===== config.mk =====
export PLATFORM = sky130hd
export DESIGN_NAME = memdump_uart_tx
export DESIGN_NICKNAME = d
export VERILOG_FILES = /design/src/rtl/memdump_pkg.sv /design/src/rtl/memdump_uart_tx_byte.sv /design/src/rtl/memdump_uart_tx.sv
export SDC_FILE = /design/constraint.sdc
export NUM_CORES = 1
export LEC_CHECK = 0
export ABC_CLOCK_PERIOD_IN_PS = 1600
export CELL_PAD_IN_SITES_DETAIL_PLACEMENT = 0
export CELL_PAD_IN_SITES_GLOBAL_PLACEMENT = 1
export CORE_AREA = 4 4 75 77
export DETAILED_ROUTE_END_ITERATION = 10
export DIE_AREA = 0 0 79 81
export PLACE_DENSITY = 0.82
export SYNTH_ARGS = -nofsm -noshare
export SYNTH_HDL_FRONTEND = slang
export SYNTH_HIERARCHICAL = 1
export SYNTH_SLANG_ARGS = --single-unit

===== constraint.sdc =====
create_clock -name clk -period 1.6 [get_ports clk]
set_clock_uncertainty 0.2 [all_clocks]
set_input_delay 0.16 -clock clk [delete_from_list [all_inputs] [get_ports clk]]
set_output_delay 0.16 -clock clk [all_outputs]
set_load 0.03 [all_outputs]

===== src/rtl/memdump_pkg.sv =====
// memdump_pkg: state encodings and baud-rate helpers for the memory dump UART.
package memdump_pkg;
  localparam logic [2:0] ST_IDLE = 3'd0, ST_FETCH = 3'd1, ST_LOAD = 3'd2, ST_SEND = 3'd3, ST_NEXT = 3'd4, ST_FIN = 3'd5;
  localparam logic [2:0] TX_IDLE = 3'd0, TX_START = 3'd1, TX_DATA = 3'd2, TX_PARITY = 3'd3, TX_STOP = 3'd4;
  function automatic int clks_per_bit(input int clk_freq, input int baud);
    return clk_freq / baud;
  endfunction
  function automatic int cnt_width(input int n);
    return (n <= 2) ? 1 : $clog2(n);
  endfunction
endpackage


===== src/rtl/memdump_uart_tx_byte.sv =====
// uart_tx_byte: byte serializer with valid/ready handshake; MEMDUMP_PARITY_EN adds an even parity bit.
module uart_tx_byte
  import memdump_pkg::*;
#(
  parameter int CLKS_PER_BIT = 10,
  parameter int DATA_W       = 8
) (
  input  logic              clk,
  input  logic              reset,
  input  logic              valid,
  input  logic [DATA_W-1:0] data,
  output logic              ready,
  output logic              tx,
  output logic              last
);
  localparam int CW = cnt_width(CLKS_PER_BIT);
  localparam int BW = cnt_width(DATA_W);
  logic [2:0]        state;
  logic [CW-1:0]     cnt;
  logic [BW-1:0]     bit_idx;
  logic [DATA_W-1:0] shift;
  logic              tick;
  assign tick  = cnt == CW'(CLKS_PER_BIT - 1);
  assign ready = state == TX_IDLE;
  assign last  = state == TX_STOP && tick;
`ifdef MEMDUMP_PARITY_EN
  logic par;
  assign tx = (state == TX_START) ? 1'b0 : (state == TX_DATA) ? shift[0] : (state == TX_PARITY) ? par : 1'b1;
  always_ff @(posedge clk or negedge reset)
    if (!reset) par <= 1'b0;
    else if (state == TX_IDLE && valid) par <= ^data;
`else
  assign tx = (state == TX_START) ? 1'b0 : (state == TX_DATA) ? shift[0] : 1'b1;
`endif
  // every transition happens on tick or out of idle, so the counter restarts at 0 on each state entry
  always_ff @(posedge clk or negedge reset) begin
    if (!reset) begin
      state   <= TX_IDLE;
      cnt     <= '0;
      bit_idx <= '0;
      shift   <= '0;
    end else begin
      cnt <= (state == TX_IDLE || tick) ? '0 : cnt + 1'b1;
      case (state)
        TX_IDLE: if (valid) begin
          shift <= data;
          state <= TX_START;
        end
        TX_START: if (tick) state <= TX_DATA;
        TX_DATA: if (tick) begin
          shift   <= shift >> 1;
          bit_idx <= bit_idx + 1'b1;
          if (bit_idx == BW'(DATA_W - 1)) begin
            bit_idx <= '0;
`ifdef MEMDUMP_PARITY_EN
            state <= TX_PARITY;
`else
            state <= TX_STOP;
`endif
          end
        end
        TX_PARITY: if (tick) state <= TX_STOP;
        TX_STOP: if (tick) state <= TX_IDLE;
        default: state <= TX_IDLE;
      endcase
    end
  end
endmodule


===== src/rtl/memdump_uart_tx.sv =====
// memdump_uart_tx: walks the whole memory on a start pulse and sends each word over UART.
// Build with MEMDUMP_PARITY_EN for 8E1 frames; default is 8N1.
module memdump_uart_tx
  import memdump_pkg::*;
#(
  parameter int CLK_FREQ = 50000000,
  parameter int BAUD     = 9600,
  parameter int ADDR_W   = 3,
  parameter int DATA_W   = 8
) (
  input  logic              clk,
  input  logic              reset,
  input  logic              start,
  output logic [ADDR_W-1:0] rd_addr,
  output logic              rd_en,
  input  logic [DATA_W-1:0] rd_data,
  output logic              tx,
  output logic              busy,
  output logic              done,
  output logic [ADDR_W-1:0] cur_addr
);
  localparam int CPB = clks_per_bit(CLK_FREQ, BAUD);
  logic [2:0]        state;
  logic [ADDR_W-1:0] addr;
  logic              tx_ready, tx_last;
  assign rd_en   = state == ST_FETCH;
  assign rd_addr = addr;
  assign busy    = state != ST_IDLE && state != ST_FIN;
  assign done    = state == ST_FIN;
  uart_tx_byte #(.CLKS_PER_BIT(CPB), .DATA_W(DATA_W)) u_ser (
    .clk   (clk),
    .reset (reset),
    .valid (state == ST_LOAD),
    .data  (rd_data),
    .ready (tx_ready),
    .tx    (tx),
    .last  (tx_last)
  );
  always_ff @(posedge clk or negedge reset) begin
    if (!reset) begin
      state    <= ST_IDLE;
      addr     <= '0;
      cur_addr <= '0;
    end else begin
      case (state)
        ST_IDLE: if (start) begin
          addr  <= '0;
          state <= ST_FETCH;
        end
        ST_FETCH: state <= ST_LOAD;
        ST_LOAD: if (tx_ready) begin
          cur_addr <= addr;
          state    <= ST_SEND;
        end
        ST_SEND: if (tx_last) state <= ST_NEXT;
        ST_NEXT: if (addr == '1) state <= ST_FIN;
        else begin
          addr  <= addr + 1'b1;
          state <= ST_FETCH;
        end
        default: state <= ST_IDLE;
      endcase
    end
  end
endmodule


==> key figures, run 1 <==
Run status
  • Status: finished, violations left
  • Failing checks: negative setup slack

Power
  • Leak: 0.00132 uW
  • Power Density: 638 nW/um^2
  • Worst vdd ir: 289 uV
  • Power consumption: ~1900 uW

Drt
  • Vias: about 1,400
  • Post-DRT Antenna Nets: 0
  • # DRC: 0
  • Routed Wire Length: 4110 um
  • WL/cell: 13.5 um
  • Pre-antenna DRT Iters: 4
  • Via-per-instance ratio: approximately 4.7
  • DR iter-0 viols: 67

Layout
  • Final nets: 250
  • Post-layout util: 58.4%
  • Post-route cell area: a little under 3000 sq um
  • Post-Layout Cell Count: 305
  • ANT cells: 0
  • Share of cells above drive strength 1: between 50% and 60%
  • Area delta synth->final: 52.9%

Timing
  • RSZ-0062 raised after global routing: yes
  • Final hold viol count: 0
  • Least-Margin Pin Slew: between 500 and 600 ps
  • Rel. slew slack: about 64%
  • Crit path time final: ~1800 ps
  • Worst setup margin: -174 ps
  • Highest clock rate: 564 MHz
  • Final setup violation count: 16
  • Fin crit share: 111%
  • Pins over their slew limit: 0

Critical path
  • CP Max Fanout: 4
  • WS Path Type: reg2reg
  • Worst setup EP type: flip-flop
  • Setup crit start kind: flip-flop
  • Critical Path RT: about 1600 ps
  • CP arrival: ~1800 ps

Logic synthesis
  • Dominant cell type by area after synthesis: dfrtp_1
  • FFs w/ async S/R, synth: 100%
  • Area share of the largest cell type after synthesis: 47.1%
  • Count leader, synth: dfrtp_1
  • Mean Syn Cell Area: 11.5 sq um
  • Synthesis Warnings: 6
  • Unique masters post-synth: 38
  • Post-Syn Area: approximately 1900 sq um
  • Main synth FF type: dfrtp_1
  • Seq/Total Area, Yosys: between 40% and 50%
  • Post-synthesis cell count: 167
  • Synth cell count leaders: 36 x dfrtp_1, 25 x nor2_1, 13 x mux2_2
  • Area contributors post-synth: dfrtp_1 47%, mux2_2 7.7%, mux2_4 5.5%
  • Synthesis-stage register bit count: 36
  • Syn nets: between 150 and 200
  • Number of synthesized flops with an enable pin: 0

CTS
  • Clock transition at the registers of the reported paths: 70 ps
  • H-Tree Depth: 2
  • CTS Root Cell: clkbuf_8
  • Cts bufs inserted: 5
  • Clock latency on the worst-skew pair: 280 ps
  • CTS Buffer Depth: 2
  • Clock sink count: 36
  • CTS tree: built
  • # hold bufs at CTS: 0

GRT
  • Total Routing Usage GR: 13.6%
  • GRT overflow: 0
  • Largest net degree at the start of global routing: 37
  • Vias in the first global route: 1,467
  • Antenna violations before repair: 0
  • First-pass GRT wire length: 6760 um

Place
  • GPL Wtd Cong: 0.755
  • HPWL after detailed placement: between 2000 and 3000 um
  • IO buf count: 20
  • Dpl ws: -203 ps
  • Placed Area: between 2000 and 3000 sq um
  • Inst Count DP: 279

Job
  • Max-Cap Viols: 0

Floorplan
  • Die footprint: 6400 sq um
  • Horiz. Die Dim: between 70 and 80 um
  • Die Y: 81 um
  • Initial core utilization: 38.2%
  • Core Area: 5010 sq um
  • IO Count: 21
  • Rows: 26

Hold path
  • Worst min-delay path class: in2async
stage by stage:
stage | TNS (ps) | hold slack (ps)
after floorplan | -817 | -336
after global placement | -2730 | 276
after detailed placement | -2570 | 290
after CTS | -2750 | 42.2
after global routing | -3970 | 42.9
final | -2100 | 41.9
registers in the layout, indices dropped and copies added (netlist names):
signal	count
u_ser/shift	8
cur_addr	3
state	3
rd_addr	3
u_ser/state	3
u_ser/bit_idx	3
u_ser/cnt	13
logic make-up (layout without fill, tap and decap cells):
| family | count (synthesis) | after routing | share of synthesized area (%) |
|---|---|---|---|
| adder cells (fa/ha/maj) | 5 | 5 | 3.27 |
| buffers and inverters | 8 | 75 | 1.96 |
| AO/OA/AOI/OAI | 14 | 14 | 4.84 |
| XOR/XNOR | 12 | 12 | 5.49 |
| multiplexers | 21 | 21 | 13.7 |
| flip-flops | 36 | 36 | 47.1 |
| AND/OR/NAND/NOR | 71 | 72 | 23.7 |
worst max-delay path, cell delays in order, from the launching register on:
cell,delay (ps)
dfrtp_2,440
buf_6,130
nor3_4,250
nor3b_4,330
mux2_4,320
final cells by class:
| type | count | area, sq um |
|---|---|---|
| fillers | 426 | 2080 |
| multi-input cells | 124 | 1210 |
| inverters | 4 | 15.0 |
| clock buffers | 7 | 96.3 |
| clock inverters | 1 | 30.0 |
| flip-flops and latches | 36 | 907 |
| well taps | 70 | 87.6 |
| repair buffers | 63 | 576 |
where the power goes:
| part | internal (uW) | leakage [uW] | total, uW | switching [uW] |
|---|---|---|---|---|
| Sequential | 920 | 0.000437 | 926 | 6.15 |
| Clock | 550 | 0.0000645 | 864 | 315 |
| Combinational | 47.7 | 0.000814 | 75.0 | 27.3 |
cell usage in the layout (no fill, tap or decap), types with 2 or more instances in the layout:
| cell type | netlist | routed |
|---|---|---|
| a22o_1 | 5 | 5 |
| buf_12 | 0 | 3 |
| buf_2 | 3 | 2 |
| buf_4 | 1 | 32 |
| buf_6 | 0 | 10 |
| clkbuf_8 | 0 | 7 |
| clkdlybuf4s50_1 | 0 | 10 |
| dfrtp_1 | 36 | 31 |
| dfrtp_2 | 0 | 5 |
| dlygate4sd2_1 | 0 | 6 |
| ha_1 | 5 | 2 |
| ha_4 | 0 | 3 |
| inv_1 | 4 | 4 |
| mux2_2 | 13 | 6 |
| mux2_4 | 7 | 14 |
| nand2_1 | 6 | 3 |
| nand2_2 | 0 | 3 |
| nand2b_1 | 5 | 3 |
| nand2b_4 | 0 | 3 |
| nand3_1 | 9 | 7 |
| nand3_2 | 0 | 2 |
| nand4_1 | 2 | 2 |
| nand4_4 | 1 | 2 |
| nor2_1 | 25 | 14 |
| nor2_2 | 1 | 7 |
| nor2_4 | 0 | 5 |
| nor3_2 | 1 | 3 |
| nor3_4 | 0 | 2 |
| nor3b_2 | 0 | 2 |
| nor3b_4 | 2 | 2 |
| o21ai_0 | 7 | 3 |
| o21ai_1 | 0 | 4 |
| xnor2_1 | 10 | 9 |
| xor2_1 | 2 | 2 |
metal layers:
metal	vias to the layer above	track usage, %	share of wire, %
met5	-	0	0
met4	0	3.61	0.61
met3	4	4.77	4.3
met2	24	23.1	50
met1	694	16.5	45
li1	722	-	-
repair_timing:
action | 4_1_cts | 5_1_grt
endpoints found under the setup margin | 38 | 39
setup buffers | 10 | 9
pin swaps | 12 | 25
resized for setup | 29 | 32
gates cloned | 1 | 1
final timing paths:
path	slack, ps	endpoint	cells past startpoint	from
min reg2reg	310	cur_addr[1]$_DFFE_PN0P_	1	cur_addr[1]$_DFFE_PN0P_
max in group asynchronous	960	u_ser/state[1]$_DFFE_PN0P_	2	reset
max reg2reg	-170	cur_addr[0]$_DFFE_PN0P_	4	u_ser/state[2]$_DFFE_PN0P_
min	40	rd_addr[1]$_DFFE_PN0P_	2	reset
max	-170	cur_addr[0]$_DFFE_PN0P_	4	u_ser/state[2]$_DFFE_PN0P_
min in group clk	250	u_ser/shift[7]$_DFFE_PN0P_	3	rd_data[7]
Note: power is estimated with default switching activity, not from simulation.
==> run 2: changes to the inputs <==
--- a/config.mk
+++ b/config.mk
@@ -6,6 +6,7 @@
 export NUM_CORES = 1
 export LEC_CHECK = 0
 export ABC_CLOCK_PERIOD_IN_PS = 1600
+export CAP_MARGIN = 20
 export CELL_PAD_IN_SITES_DETAIL_PLACEMENT = 0
 export CELL_PAD_IN_SITES_GLOBAL_PLACEMENT = 1
 export CORE_AREA = 4 4 75 77
==> results of run 2 <==
Same layout as run 1: the final DEF is identical, and so are final timing and power.
==> run 3: changes to the inputs <==
--- a/config.mk
+++ b/config.mk
@@ -10,6 +10,7 @@
 export CELL_PAD_IN_SITES_DETAIL_PLACEMENT = 0
 export CELL_PAD_IN_SITES_GLOBAL_PLACEMENT = 1
 export CORE_AREA = 4 4 75 77
+export CTS_CLUSTER_DIAMETER = 200
 export DETAILED_ROUTE_END_ITERATION = 10
 export DIE_AREA = 0 0 79 81
 export PLACE_DENSITY = 0.82
==> results of run 3 <==
Same layout as run 1: the final DEF is identical, and so are final timing and power.
